`config.mk`:
```
export PLATFORM = sky130hd
export DESIGN_NAME = mcb_frame_reader
export DESIGN_NICKNAME = d
export VERILOG_FILES = /design/src/rtl/mcb_pkg.sv /design/src/rtl/mcb_burst_credit.sv /design/src/rtl/mcb_frame_reader.sv
export SDC_FILE = /design/constraint.sdc
export NUM_CORES = 1
export LEC_CHECK = 0
export CELL_PAD_IN_SITES_DETAIL_PLACEMENT = 0
export CELL_PAD_IN_SITES_GLOBAL_PLACEMENT = 1
export CORE_MARGIN = 2
export CORE_UTILIZATION = 44
export CTS_CLUSTER_DIAMETER = 40
export CTS_CLUSTER_SIZE = 20
export DETAILED_ROUTE_END_ITERATION = 12
export PLACE_DENSITY = 0.84
export SLEW_MARGIN = 20
export SYNTH_ARGS = -nofsm -noshare
export SYNTH_HDL_FRONTEND = slang
export SYNTH_SLANG_ARGS = --single-unit
```
`constraint.sdc`:
```
create_clock -name clk -period 17.7 [get_ports clk]
set_input_delay 1.77 -clock clk [delete_from_list [all_inputs] [get_ports clk]]
set_output_delay 1.77 -clock clk [all_outputs]
set_load 0.02 [all_outputs]
```
`src/rtl/mcb_pkg.sv`:
```
// -----------------------------------------------------------------------------
// mcb_pkg
// Shared definitions for the MCB frame writer and frame reader controllers:
// MCB command opcodes, the depth of the MCB data FIFOs, and the controller
// state encodings.
// -----------------------------------------------------------------------------
package mcb_pkg;

  localparam logic [2:0] MCB_CMD_WRITE  = 3'b000;
  localparam logic [2:0] MCB_CMD_READ   = 3'b001;
  localparam int         MCB_FIFO_DEPTH = 64;

  localparam logic [1:0] ST_IDLE  = 2'd0;
  localparam logic [1:0] ST_FETCH = 2'd1;
  localparam logic [1:0] ST_DRAIN = 2'd2;

endpackage

```
`src/rtl/mcb_burst_credit.sv`:
```
// -----------------------------------------------------------------------------
// mcb_burst_credit
// Tracks words requested from (issued) and consumed out of (popped) an MCB data
// FIFO. It computes the length of the next burst and whether that burst fits
// in the FIFO without overflowing it. The same unit can throttle either the
// read side or the write side of a port.
//
// Ports:
//   clk, rst_n   clock, asynchronous active-low reset
//   clear        zero both counters (start of a frame)
//   issue        a burst of 'len' words is issued this cycle
//   pop          one word leaves the FIFO this cycle
//   issued       words requested so far in this frame
//   len          length of the next burst, min(BURST_LEN, words remaining)
//   permit       the next burst fits: outstanding + len <= FIFO_DEPTH
//   all_issued   every word of the frame has been requested
//   all_popped   every word of the frame has been consumed
// -----------------------------------------------------------------------------
module mcb_burst_credit
  import mcb_pkg::*;
#(
  parameter int FRAME_WORDS = 307200,
  parameter int BURST_LEN   = 32,
  parameter int FIFO_DEPTH  = MCB_FIFO_DEPTH
) (
  input  logic        clk,
  input  logic        rst_n,
  input  logic        clear,
  input  logic        issue,
  input  logic        pop,
  output logic [19:0] issued,
  output logic [6:0]  len,
  output logic        permit,
  output logic        all_issued,
  output logic        all_popped
);

  localparam logic [19:0] FW    = 20'(FRAME_WORDS);
  localparam logic [19:0] BL    = 20'(BURST_LEN);
  localparam logic [20:0] DEPTH = 21'(FIFO_DEPTH);

  logic [19:0] popped;
  logic [19:0] remaining;
  logic [19:0] outstanding;

  assign remaining   = FW - issued;
  assign outstanding = issued - popped;
  // The final burst is short when FRAME_WORDS is not a multiple of BURST_LEN.
  assign len         = (remaining < BL) ? remaining[6:0] : 7'(BURST_LEN);
  assign all_issued  = (issued == FW);
  assign all_popped  = (popped == FW);
  // Credits count words requested but not yet popped, so data already in
  // flight inside the MCB is covered as well as data sitting in the FIFO.
  assign permit      = !all_issued &&
                       (({1'b0, outstanding} + {14'd0, len}) <= DEPTH);

  always_ff @(posedge clk or negedge rst_n) begin
    if (!rst_n) begin
      issued <= '0;
      popped <= '0;
    end else if (clear) begin
      issued <= '0;
      popped <= '0;
    end else begin
      if (issue) issued <= issued + {13'd0, len};
      if (pop)   popped <= popped + 20'd1;
    end
  end

endmodule

```
`src/rtl/mcb_frame_reader.sv`:
```
// -----------------------------------------------------------------------------
// mcb_frame_reader
// Fetches one stored frame from DDR2 through an MCB read port, using
// credit-limited bursts, and streams the pixels to the HDMI colour path over
// a valid/ready handshake. The frame buffer is chosen from the writer's
// frame-select output when start_frame is accepted.
//
// Ports:
//   clk, SYS_RESETn              colour clock, async active-low reset
//   mem_calib_done               MCB calibrated; start_frame is ignored until set
//   start_frame, frame_select    begin a frame fetch from buffer 0/1
//   cmd_en/instr/bl/byte_addr    MCB read command; cmd_full is backpressure
//   rd_en, rd_data, rd_empty     MCB read FIFO (first-word fall-through)
//   pix_valid/ready/data         pixel stream, {R,G,B}
//   busy                         a frame fetch is in progress
//   frame_done                   pulse after the last pixel is accepted
//   underrun                     sticky; consumer was ready while no pixel was held
// -----------------------------------------------------------------------------
module mcb_frame_reader
  import mcb_pkg::*;
#(
  parameter logic [29:0] BASE_ADDR0  = 30'h0000000,
  parameter logic [29:0] BASE_ADDR1  = 30'h0400000,
  parameter int          FRAME_WORDS = 307200,
  parameter int          BURST_LEN   = 32,
  parameter int          FIFO_DEPTH  = MCB_FIFO_DEPTH
) (
  input  logic        clk,
  input  logic        SYS_RESETn,
  input  logic        mem_calib_done,
  input  logic        start_frame,
  input  logic        frame_select,
  output logic        cmd_en,
  output logic [2:0]  cmd_instr,
  output logic [5:0]  cmd_bl,
  output logic [29:0] cmd_byte_addr,
  input  logic        cmd_full,
  output logic        rd_en,
  input  logic [31:0] rd_data,
  input  logic        rd_empty,
  output logic        pix_valid,
  input  logic        pix_ready,
  output logic [23:0] pix_data,
  output logic        busy,
  output logic        frame_done,
  output logic        underrun
);

  logic [1:0]  state;
  logic [29:0] base;
  logic [19:0] issued;
  logic [6:0]  len;
  logic        permit;
  logic        all_issued;
  logic        all_popped;
  logic        start_ok;
  logic        issue_go;
  logic        busy_w;
  logic        rd_data_unused;

  assign rd_data_unused = ^rd_data[31:24];

  assign cmd_instr = MCB_CMD_READ;
  assign busy_w    = (state != ST_IDLE);
  assign busy      = busy_w;
  assign start_ok  = (state == ST_IDLE) && start_frame && mem_calib_done;
  // cmd_en low last cycle guarantees single-cycle strobes with a gap between
  // them, so the MCB never sees two back-to-back commands from this port.
  assign issue_go  = (state == ST_FETCH) && !cmd_full && !cmd_en && permit;
  // Gated by busy so a stale MCB FIFO is never popped while idle.
  assign rd_en     = busy_w && !rd_empty && (!pix_valid || pix_ready) &&
                     !all_popped;

  mcb_burst_credit #(
    .FRAME_WORDS (FRAME_WORDS),
    .BURST_LEN   (BURST_LEN),
    .FIFO_DEPTH  (FIFO_DEPTH)
  ) u_credit (
    .clk        (clk),
    .rst_n      (SYS_RESETn),
    .clear      (start_ok),
    .issue      (issue_go),
    .pop        (rd_en),
    .issued     (issued),
    .len        (len),
    .permit     (permit),
    .all_issued (all_issued),
    .all_popped (all_popped)
  );

  always_ff @(posedge clk or negedge SYS_RESETn) begin
    if (!SYS_RESETn) begin
      state         <= ST_IDLE;
      base          <= '0;
      cmd_en        <= 1'b0;
      cmd_bl        <= '0;
      cmd_byte_addr <= '0;
      pix_valid     <= 1'b0;
      pix_data      <= '0;
      frame_done    <= 1'b0;
      underrun      <= 1'b0;
    end else begin
      cmd_en     <= issue_go;
      frame_done <= 1'b0;

      if (issue_go) begin
        cmd_bl        <= 6'(len - 7'd1);
        cmd_byte_addr <= base + {8'd0, issued, 2'b00};
      end

      // A refill on the same cycle as an accept replaces the pixel with no bubble.
      if (rd_en) begin
        pix_valid <= 1'b1;
        pix_data  <= rd_data[23:0];
      end else if (pix_ready) begin
        pix_valid <= 1'b0;
      end

      if (pix_ready && !pix_valid && busy_w && !all_popped) underrun <= 1'b1;

      case (state)
        ST_IDLE: begin
          if (start_ok) begin
            base     <= frame_select ? BASE_ADDR1 : BASE_ADDR0;
            underrun <= 1'b0;
            state    <= ST_FETCH;
          end
        end
        ST_FETCH: begin
          if (all_issued) state <= ST_DRAIN;
        end
        ST_DRAIN: begin
          if (all_popped && !pix_valid) begin
            frame_done <= 1'b1;
            state      <= ST_IDLE;
          end
        end
        default: state <= ST_IDLE;
      endcase
    end
  end

endmodule

```
# Yosys cells after proc, flatten, opt, wreduce, memory -nomap -nowiden
# Cells that the tools add are included.
# word_totals
word_cells	71
register_bits	136
output_inout_bits	69
in_bits	40
# classes
n_mux	17
n_reduce_logical	27
n_eq_ne	7
order_cmp	2
addsub	7
# ops
op	n
$mux 20	4
$eq 20x19->1 const B	2
$add 30x22->30	1
$mux 23	1
$add 20x7->21	1
$le 21x7->1 const B	1
$add 20x1->20 const B	1
$add 20x7->20	1
$lt 20x6->1 const B	1
$sub 19x20->20 const A	1
$sub 20x20->20	1
$logic_and 1x1->1	13
$reduce_bool 2->1	4
$mux 1	7
$mux 7	1
$logic_not 1->1	6
$mux 2	3
$pmux 2 s3	1
$sub 6x1->6 const B	1
$ne 2x2->1 const B	2
$reduce_and 3->1	1
$eq 2x1->1 const B	1
$eq 2x2->1 const B	1
$logic_not 2->1	1
3 further kinds	3

# Logic depth before layout (Yosys ltp)
# logic_depth
ltp_word	9
depth_mapped	25
ltp_nobuf	21

# Modules after synthesis
# From an unflattened synthesis, not the netlist that was laid out.
# unflattened
hier_cells	811
hier_area_um2	7330.8
# by_module_without_submodules
mod	area_each_um2	seq_area_each_um2	cells_per_inst	n_inst
mcb_burst_credit	4928.5	1001.0	650	1
mcb_frame_reader	2402.3	1451.4	161	1

# Worst setup path after synthesis
# No wires, ideal clock.
# synth_timing
path_kind	reg-to-reg
startpoint	register u_credit.issued[6]
endpoint	register u_credit.issued[14]
n_path_buf	3
synth_period_minus_slack_ns	5.797
arrival_ns	5.719
setup_slack_ns	11.903
stages_incl_launch_ff	22
setup_ns	0.078
path_cell_list	dfrtp_1 -> buf_2 -> or4_4 -> or4_4 -> a311o_1 -> a32o_1 -> nor4_4 -> clkbuf_1 -> inv_1 -> nor3_1 -> ha_1 -> a211o_1 -> o211ai_1 -> and2_1 -> nor4_1 -> nand4b_1 -> nor3b_1 -> a21oi_1 -> nand4bb_1 -> buf_2 -> or4_1 -> a21oi_1
# synth_via
elab_chain_len	8
elab_cells_between_ends	14
# synth_rtl
item	line	rtl
start, declared	mcb_burst_credit.sv:31	output logic [19:0] issued,
start signal, assigned	mcb_burst_credit.sv:65	if (issue) issued <= issued + {13'd0, len};
$sub 19x20->20	mcb_burst_credit.sv:46	assign remaining = FW - issued;
$lt 20x6->1	mcb_burst_credit.sv:49	assign len = (remaining < BL) ? remaining[6:0] : 7'(BURST_LEN);
$mux 7	mcb_burst_credit.sv:49	
$add 20x7->21	mcb_burst_credit.sv:55	(({1'b0, outstanding} + {14'd0, len}) <= DEPTH);
$le 21x7->1	mcb_burst_credit.sv:55	
$logic_and 1x1->1	mcb_burst_credit.sv:54	assign permit = !all_issued &&
$logic_and 1x1->1	mcb_frame_reader.sv:69	assign issue_go = (state == ST_FETCH) && !cmd_full && !cmd_en && permit;
$reduce_bool 2->1 (no source line)	-	
# Parallel ways exist; a longest one is shown, timed or not. The select of a mux whose other input is x is not followed.
# A chain may end at the register's enable or synchronous reset.

# Final worst setup path
# layout_timing
startpoint	register u_credit.issued[1]
endpoint	register u_credit.issued[18]
# The elaborated chain is that of the path after synthesis.

==> results.ini <==
[critical_path]
critical_path_depth = 22
cp_slowest_cell = nor4b_1
cp.arrival_ps = 7310
path_class = reg2reg
cp-start-kind = register
cp_slowest_stage_delay_ps = 650
end_kind = register
worst-path-buf-inv = 4
crit_path_cell_trace = inv_1 -> ha_1 -> nor4b_1 -> nand4b_1 -> mux2_2 -> nand4_1 -> nor4_4 -> buf_4 -> inv_1 -> nor3_1 -> ha_1 -> a211o_1 -> o211ai_1 -> and2_1 -> nor4_1 -> nand4b_1 -> nor3b_1 -> a21oi_1 -> nand4bb_4 -> buf_4 -> or4_1 -> a21oi_1
critPathTopFamily = simple AND/OR/NAND/NOR gates
critPathMaxFanout = 74
worstPathRequired_ps = 17980
reg2reg_depth = 22

[pwr]
p_clk_share_pct = 27.0
power_per_cell_area_mw_per_mm2 = 94.7
ir_drop_mv = 0.0624
p_sw_share_pct = 37.1
pwr-share-seq_pct = 33.6
switchingPower_w = 0.000292
intPower_w = 0.000495
power.leakage_nw = 3.77
p_comb_share_pct = 39.4

[min_path]
hp-class = reg2reg
whs_path_depth = 2

[route]
ant_nets = 0
viasPerCell = 5.45
drt_first_pass_iters = 5
routedWlPerCell_um = 15.6
num_vias = 6140
drtIter0Drc = 366
drc = 0
drt-total-wl_um = 17500

[clocking]
cts.sinks = 98
cts_max_level = 3
cts_resized = 0
cts_buffer_depth = 2
root_buffer = clkbuf_16
cts_setup_buffers = 0
numCtsBuffers = 9
cts_tree = done
cts_hold_buf = 0
clock_latency_ps = 350
clk_pin_slew_ps = 70

[global_route]
grt_first_pass_wirelength_um = 28800
gr-total-overflow = 0
antenna_found_initial = 0
grt_max_degree = 76
first_global_vias = 5624
track_usage_pct = 21.2

[synth]
synth_seq_cells = 98
yosysSeqAreaShare_pct = 35.0
synth.distinct_cells = 67
synth-edff-count = 0
ys.flop_type = dfrtp_1
synthesis.area_per_instance_sq_um = 8.29
synth_cells = 845
synthArstFlopShare_pct = 100
yosysWarnings = 0
netlist_area_sq_mm = 0.00700

[timing]
rsz0062_at_grt = no
slew_violations = 0
worst_pin_slew_ps = 935
min_period_over_period_pct = 39.7
fin_crit_ps = 7030
clock_skew_ps = 6.47
fin_tns_setup_ps = 0
max_freq_mhz = 142
hold_viol = 0
relSlewSlack_pct = 37.6
setup_violations = 0

[floorplanning]
die-height_um = 130
core-area_sq_mm = 0.0157
initial_core_util_pct = 44.6
pin_count = 109
die_x_um = 130
fp-row-count = 46
dieArea_sq_mm = 0.0169

[cells_and_area]
drive_gt1_share_pct = 7.14
fin_cells = 1126
antenna_cells = 0
nNetsFinal = 978
syn_to_final_growth_pct = 18.8

[outcome]
run_status = finished clean

[place]
routabilityCongestion = 0.845
dp_hpwl_um = 12900
placed_cells = 1111
port-buffer-count = 88

[run]
cap_violations = 0

## power by group through the flow
stage | logic, W | clock network, W | registers (W)
6_report | 0.000310 | 0.000212 | 0.000265
5_1_grt | 0.000349 | 0.000225 | 0.000268
4_1_cts | 0.000311 | 0.000218 | 0.000265
3_5_place_dp | 0.000309 | 0 | 0.000269
3_3_place_gp | 0.000308 | 0 | 0.000268
2_1_floorplan | 0.000217 | 0 | 0.000274
## area by class of cell
cell class / instances / area [sq um]
inverters: 40 / 150
fillers: 1492 / 7400
flip-flops and latches: 98 / 2450
well taps: 216 / 270
multi-input cells: 662 / 4200
clock buffers: 10 / 229
repair buffers: 95 / 931
clock inverters: 5 / 85.1
## stage by stage
stage	total power, W	worst slack (ps)	cell area [sq um]	hold WS (ps)	util (%)
after CTS	0.000794	10760	8310	478	52.9
after global placement	0.000577	10830	8000	457	50.9
final	0.000787	10670	8320	473	52.9
after floorplan	0.000491	11900	7040	442	-
after detailed placement	0.000578	10820	8000	461	50.9
after global routing	0.000841	10080	8320	499	52.9
## final timing paths
check	startpoint	slack [ps]	end
worst min-delay path	pix_data[9]$_DFFE_PN0P_	470	pix_data[9]$_DFFE_PN0P_
max in group asynchronous	SYS_RESETn	15150	cmd_bl[4]$_DFFE_PN0P_
worst max-delay path	u_credit.issued[1]$_DFFE_PN0P_	10670	u_credit.issued[18]$_DFFE_PN0P_
worst max register to register	u_credit.issued[1]$_DFFE_PN0P_	10670	u_credit.issued[18]$_DFFE_PN0P_
worst min register to register	pix_data[9]$_DFFE_PN0P_	470	pix_data[9]$_DFFE_PN0P_
min in group asynchronous	SYS_RESETn	1310	pix_data[14]$_DFFE_PN0P_
## per-layer routing
metal	track usage [%]	vias to the layer above	wire [um]
met5	0	-	0
met4	6.89	0	307
met3	2.83	15	589
met2	32.1	94	7900
met1	31.5	2914	8720
li1	-	3117	-
## synthesized netlist by cell type, drive strengths merged (4+ instances only)
master | count | area, sq um
a211o | 6 | 52.6
or3 | 16 | 100
ha | 30 | 375
nand3 | 25 | 125
xnor2 | 37 | 324
or4 | 11 | 90.1
o31ai | 7 | 52.6
clkbuf | 35 | 131
nor2 | 56 | 210
nor4 | 12 | 90.1
a31o | 4 | 35.0
o2111ai | 4 | 35.0
nor2b | 10 | 62.6
xor2 | 11 | 96.3
and2 | 8 | 50.1
mux2 | 22 | 248
nor4b | 4 | 35.0
nand4b | 5 | 43.8
a31oi | 10 | 62.6
nand2 | 135 | 507
a21oi | 42 | 210
nor3 | 27 | 135
and3 | 13 | 81.3
mux2i | 6 | 60.1
o21ai | 41 | 205
nand2b | 8 | 50.1
buf | 21 | 133
nor3b | 6 | 45.0
nand4 | 12 | 75.1
inv | 40 | 150
a21o | 11 | 82.6
o211ai | 8 | 60.1
o21a | 8 | 60.1
o41ai | 4 | 35.0
a211oi | 8 | 60.1
dfrtp | 98 | 2450
or2 | 8 | 50.1
## state kept, by name (all words and copies together), names as in the netlist, 2 cells and up
register,count
pix_data,24
cmd_byte_addr,21
u_credit.issued,20
u_credit.popped,20
cmd_bl,6
state,2
## layout by cell type (no fill, tap or decap), types with 5 or more instances in the layout
cell type	n
and2_1	7
nor2_1	56
nor3b_1	6
a21o_1	11
or4_1	9
a211oi_1	8
ha_1	30
a211o_1	6
nand3_1	25
or2_2	8
nand4b_1	5
clkdlybuf4s50_1	87
buf_4	8
nand4_1	12
or3_1	16
clkbuf_16	9
o21a_1	8
and3_1	13
mux2i_1	6
mux2_2	22
inv_1	39
nand2_1	135
xnor2_1	37
o211ai_1	8
nor2b_1	10
xor2_1	11
o21ai_0	40
nand2b_1	8
nor3_1	27
dfrtp_1	98
nor4_1	11
a31oi_1	10
o31ai_1	6
a21oi_1	42
conb_1	13
## tightest hold or removal path, delay by kind of cell, from the launching register on
| kind | cells | cell delay, ps |
|---|---|---|
| DFF | 1 | 340 |
| and+or+nand+nor | 2 | 100 |
## logic make-up after synthesis
group,share of synthesized area [%]
DFF,35.0
adders and majority gates,5.93
muxes,4.40
buffers and inverters,5.91
xor gates and xnor gates,6.00
and+or+nand+nor,26.3
AOI/OAI and AO/OA,16.3
other,0.107
Note: power is estimated with default switching activity, not from simulation.
